===== src/rtl/fetch_ctrl.sv =====
// Instruction-fetch controller: owns the PC, drives imem_addr, writes the IF/ID
// register with bubbles/holds on request, handles EX redirects and halt-drain.
module fetch_ctrl #(
    parameter int unsigned         XLEN         = 32,
    parameter logic [XLEN-1:0]     RESET_PC     = '0,
    parameter logic [31:0]         NOP_INSTR    = 32'h0000_0013,
    parameter int unsigned         DRAIN_CYCLES = 4
) (
    input  logic            clk,
    input  logic            rst,
    input  logic            stall_en,
    input  logic            pc_hold,
    input  logic            halt_req,
    input  logic            redirect_valid,
    input  logic [XLEN-1:0] redirect_pc,
    input  logic [31:0]     imem_rdata,
    output logic [XLEN-1:0] imem_addr,
    output logic            ifid_valid,
    output logic [31:0]     ifid_instr,
    output logic [XLEN-1:0] ifid_pc,
    output logic [XLEN-1:0] ifid_pc_plus4,
    output logic            halted,
    output logic [31:0]     cnt_cycles,
    output logic [31:0]     cnt_bubbles,
    output logic [31:0]     cnt_redirects
);

    typedef enum logic [1:0] {S_RUN, S_DRAIN, S_HALTED} state_t;

    localparam logic [3:0] DRAIN_LOAD = 4'(DRAIN_CYCLES - 1);

    state_t          r_state;
    state_t          w_state_nxt;
    logic [XLEN-1:0] r_pc;
    logic [XLEN-1:0] w_pc_nxt;
    logic [XLEN-1:0] w_pc_plus4;
    logic [XLEN-1:0] w_redir_tgt;
    logic [3:0]      r_drain_cnt;
    logic [3:0]      w_drain_cnt_nxt;
    logic            w_ifid_wr;
    logic            w_bubble;
    logic            w_redir_acc;

    logic            r_ifid_valid;
    logic [31:0]     r_ifid_instr;
    logic [XLEN-1:0] r_ifid_pc;
    logic [XLEN-1:0] r_ifid_pc_plus4;
    logic [31:0]     r_cnt_cycles;
    logic [31:0]     r_cnt_bubbles;
    logic [31:0]     r_cnt_redirects;

    assign w_pc_plus4  = r_pc + XLEN'(4);
    assign w_redir_tgt = redirect_pc & ~XLEN'(3);

    always_comb begin
        w_state_nxt     = r_state;
        w_pc_nxt        = r_pc;
        w_drain_cnt_nxt = r_drain_cnt;
        w_ifid_wr       = 1'b0;
        w_bubble        = 1'b0;
        w_redir_acc     = 1'b0;
        case (r_state)
            S_RUN: begin
                w_ifid_wr = 1'b1;
                // Halt wins over a same-cycle redirect; the redirect is dropped.
                if (halt_req) begin
                    w_state_nxt     = S_DRAIN;
                    w_drain_cnt_nxt = DRAIN_LOAD;
                    w_bubble        = 1'b1;
                end else begin
                    w_bubble = redirect_valid | stall_en;
                    if (redirect_valid) begin
                        w_pc_nxt    = w_redir_tgt;
                        w_redir_acc = 1'b1;
                    end else if (!pc_hold) begin
                        w_pc_nxt = w_pc_plus4;
                    end
                end
            end
            S_DRAIN: begin
                w_ifid_wr = 1'b1;
                w_bubble  = 1'b1;
                if (r_drain_cnt == 4'd0) begin
                    w_state_nxt = S_HALTED;
                end else begin
                    w_drain_cnt_nxt = r_drain_cnt - 4'd1;
                end
            end
            S_HALTED: begin
                w_state_nxt = S_HALTED;
            end
            default: begin
                w_state_nxt = S_RUN;
            end
        endcase
    end

    always_ff @(posedge clk or posedge rst) begin
        if (rst) begin
            r_state         <= S_RUN;
            r_pc            <= RESET_PC;
            r_drain_cnt     <= '0;
            r_ifid_valid    <= 1'b0;
            r_ifid_instr    <= NOP_INSTR;
            r_ifid_pc       <= '0;
            r_ifid_pc_plus4 <= '0;
            r_cnt_cycles    <= '0;
            r_cnt_bubbles   <= '0;
            r_cnt_redirects <= '0;
        end else begin
            r_state     <= w_state_nxt;
            r_pc        <= w_pc_nxt;
            r_drain_cnt <= w_drain_cnt_nxt;
            if (w_ifid_wr) begin
                r_ifid_valid    <= ~w_bubble;
                r_ifid_instr    <= w_bubble ? NOP_INSTR : imem_rdata;
                r_ifid_pc       <= r_pc;
                r_ifid_pc_plus4 <= w_pc_plus4;
            end
            if (r_state != S_HALTED && r_cnt_cycles != '1) begin
                r_cnt_cycles <= r_cnt_cycles + 32'd1;
            end
            if (w_bubble && r_cnt_bubbles != '1) begin
                r_cnt_bubbles <= r_cnt_bubbles + 32'd1;
            end
            if (w_redir_acc && r_cnt_redirects != '1) begin
                r_cnt_redirects <= r_cnt_redirects + 32'd1;
            end
        end
    end

    assign imem_addr     = r_pc;
    assign ifid_valid    = r_ifid_valid;
    assign ifid_instr    = r_ifid_instr;
    assign ifid_pc       = r_ifid_pc;
    assign ifid_pc_plus4 = r_ifid_pc_plus4;
    assign halted        = (r_state == S_HALTED);
    assign cnt_cycles    = r_cnt_cycles;
    assign cnt_bubbles   = r_cnt_bubbles;
    assign cnt_redirects = r_cnt_redirects;

endmodule


===== config.mk =====
export PLATFORM = sky130hd
export DESIGN_NAME = fetch_ctrl
export DESIGN_NICKNAME = d
export VERILOG_FILES = /design/src/rtl/fetch_ctrl.sv
export SDC_FILE = /design/constraint.sdc
export NUM_CORES = 1
export LEC_CHECK = 0
export CAP_MARGIN = 20
export CELL_PAD_IN_SITES_DETAIL_PLACEMENT = 0
export CELL_PAD_IN_SITES_GLOBAL_PLACEMENT = 1
export CORE_MARGIN = 2
export CORE_UTILIZATION = 35
export DETAILED_ROUTE_END_ITERATION = 12
export GPL_TIMING_DRIVEN = 0
export PLACE_DENSITY = 0.75
export SYNTH_ARGS = -nofsm -noshare
export SYNTH_HDL_FRONTEND = slang
export SYNTH_SLANG_ARGS = --single-unit

===== constraint.sdc =====
create_clock -name clk -period 19.75 [get_ports clk]
set_input_delay 3.95 -clock clk [delete_from_list [all_inputs] [get_ports clk]]
set_output_delay 3.95 -clock clk [all_outputs]
set_load 0.1 [all_outputs]

==> impl_metrics.ini <==
[sta]
setup_viol = 0
clock_skew_ns = 0.01649
slew_headroom_pct = 25.90
fmax_mhz = 153.9
hold_viol_final = 0
min_period_ns = 6.496
holdWs_ns = 0.4619
fin_crit_sh_pct = 32.89
rsz0062_at_grt = false
drv_slew = 0
finalSetupTns_ns = 0
worst_slew_pin_slew_ns = 1.108

[grt]
grt_pass1_vias = 9031
met1_usage_pct = 28.01
grt_max_degree = 122
track_usage_pct = 20.48
antenna_found_initial = 2
use_met2_pct = 32.85
grt.busiest_layer = met2
use_met3_pct = 3.770
grt_pass1_wl_microns = 51230
grt_overflow = 0

[routing]
drtAntennaViolNets = 0
vias = 9115
post_drt_wl_per_cell_microns = 18.40
routed_via_density = 5.092
wirelength_microns = 32940
drc = 0
drt_iter0_markers = 517
firstDrtPassIters = 7

[setup_path]
cp.depth = 3
crit_start = r_state[0]
crit_family = buffers and inverters
crit_buf_inv = 2
endpoint = halted
start_kind = flip-flop
arrival_ns = 2.55
worst-r2r-cell-count = 8
r2r_slack_ns = 16.60
crit_path_cell_trace = inv_1 > ha_1 > clkdlybuf4s50_1
cp.required_ns = 15.80
worst_r2r_startpoint = r_state[1]
cpPeakStageDelay_ns = 1.21
cp_slowest_cell = clkdlybuf4s50_1
crit_type = reg -> out
crit_path_end_kind = output pin
r2r-end = ifid_pc[19]
crit_fanout = 4

[finish]
mostFrequentLayoutCell = clkdlybuf4s50_1
drive_above_1_share_pct = 4.721
fin_nets = 1457
area_delta_synth_final_pct = 39.61
final_cell_mix = 285 x clkdlybuf4s50_1, 222 x dfrtp_1, 196 x nand2_1
fin_area_sq_um = 14750

[clock_network]
root_buffer = clkbuf_16
post_cts.repair.setup_buffers = 0
cts.sinks = 225
h-tree-depth = 1
cts_hold_buffers = 0
clock_latency_ns = 0.53
cts_buffers = 26
clockBufferDepth = 3
clk_transition_reported_paths_ns = 0.06
cts_resized = 0
cts_tree = done

[logic_synthesis]
synth_area_sq_um = 10570
synth_largest_area_cell = dfrtp_1
synth_top_area_share_pct = 52.58
synthDistinctLibCells = 60
synth_edf_count = 0
ys_top_cells_by_area = dfrtp_1 53%, nand2_1 7.0%, xor2_1 5.6%, xnor2_1 4.4%, o21ai_0 2.8%
ys_warn_count = 0
synth-main-ff-cell = dfrtp_1
synth.avg_cell_area_sq_um = 9.977
synth-seq-cells = 225
synth-async-reset-ratio_pct = 100.0
yosysSeqAreaShare_pct = 53.33
synthesis.instances = 1059

[placement]
io_buffers = 285
hpwl_microns = 23820
placed_area_sq_um = 13960
gp_congestion = 0.8342

[outcome]
outcome = finished clean

[floorplan]
die_y_microns = 177.7
pin_count = 296
coreArea_sq_um = 29720
rows = 63
start_util_pct = 35.55
die_x_microns = 177.7
fp.dieArea_sq_um = 31590

[power_and_ir_drop]
p_leak_nw = 6.365
worst_ir_drop_vdd_mv = 0.05395
powerDensity_nw_per_um2 = 64.47
power_mw = 0.9509

[min_path]
hp-class = reg -> reg

[run]
max_cap_viol_count = 0
-- worst min-delay path: stages (launching register included) --
cell and delay, ns:
dfrtp_1 0.34, nand2_1 0.05, nand2_1 0.05
-- final cells by class --
cell class,instances,area [sq um]
well taps,390,488.0
flip-flops and latches,225,5634
inverters,20,82.58
plain buffers,60,260.3
diodes,2,5.005
fillers,2784,14970
multi-input cells,759,4614
clock buffers,47,780.7
repair buffers,287,2885
-- registers in the layout, summed over array words and instances (netlist names), 2 cells and up --
name	cells
ifid_pc	30
imem_addr	30
r_drain_cnt	4
r_state	2
ifid_pc_plus4	30
ifid_instr	32
cnt_cycles	32
cnt_bubbles	32
cnt_redirects	32
-- worst min-delay path by stage --
stage,depth (start not counted),startpoint,end
6_report,2,ifid_pc[12],ifid_pc[12]
5_1_grt,2,ifid_pc[14],ifid_pc[14]
4_1_cts,2,ifid_pc[12],ifid_pc[12]
3_5_place_dp,2,ifid_pc[12],ifid_pc[12]
3_3_place_gp,2,ifid_pc[11],ifid_pc[11]
2_1_floorplan,2,r_drain_cnt[2],r_drain_cnt[2]
-- stage by stage --
step	cells	setup WS, ns	utilization (%)
after floorplan	1064	9.642	-
after global placement	1739	6.194	46.86
after detailed placement	1740	13.14	46.97
after CTS	1787	13.19	49.60
after global routing	1790	13.15	49.64
final	1790	13.25	49.64
-- cells in the mapped netlist (7+ instances only) --
| cell | count |
|---|---|
| a21oi_1 | 32 |
| nand2_1 | 196 |
| nand3_1 | 44 |
| nor2_1 | 39 |
| o21ai_0 | 60 |
| ha_1 | 8 |
| xor2_1 | 67 |
| a22o_1 | 29 |
| and4_1 | 12 |
| inv_1 | 20 |
| xnor2_1 | 53 |
| clkbuf_1 | 44 |
| a22oi_1 | 7 |
| a2bb2oi_1 | 11 |
| nor3_1 | 37 |
| nand4_1 | 38 |
| nor4_1 | 14 |
| dfrtp_1 | 222 |
| and3_1 | 20 |
| o22ai_1 | 14 |
-- logic make-up after synthesis --
group / Yosys count / share of synthesized area (%)
flops: 225 / 53.33
mux: 6 / 0.6040
compound gates: 178 / 11.22
simple gates: 440 / 20.59
xor+xnor: 121 / 10.10
buf+inv: 80 / 3.174
other cells: 1 / 0.03549
fa+ha+maj: 8 / 0.9475
-- layer usage --
layer | vias up | wire length [microns]
met1 | 4456 | 14860
met4 | 0 | 831
met5 | - | 0
met3 | 51 | 2032
met2 | 262 | 15220
li1 | 4346 | -
-- power breakdown --
| group | internal [mW] | switching (mW) | leakage, nW |
|---|---|---|---|
| logic | 0.0151 | 0.0222 | 2.90 |
| registers | 0.461 | 0 | 3.09 |
| clock network | 0.264 | 0.189 | 0.374 |
Note: power is estimated with default switching activity, not from simulation.
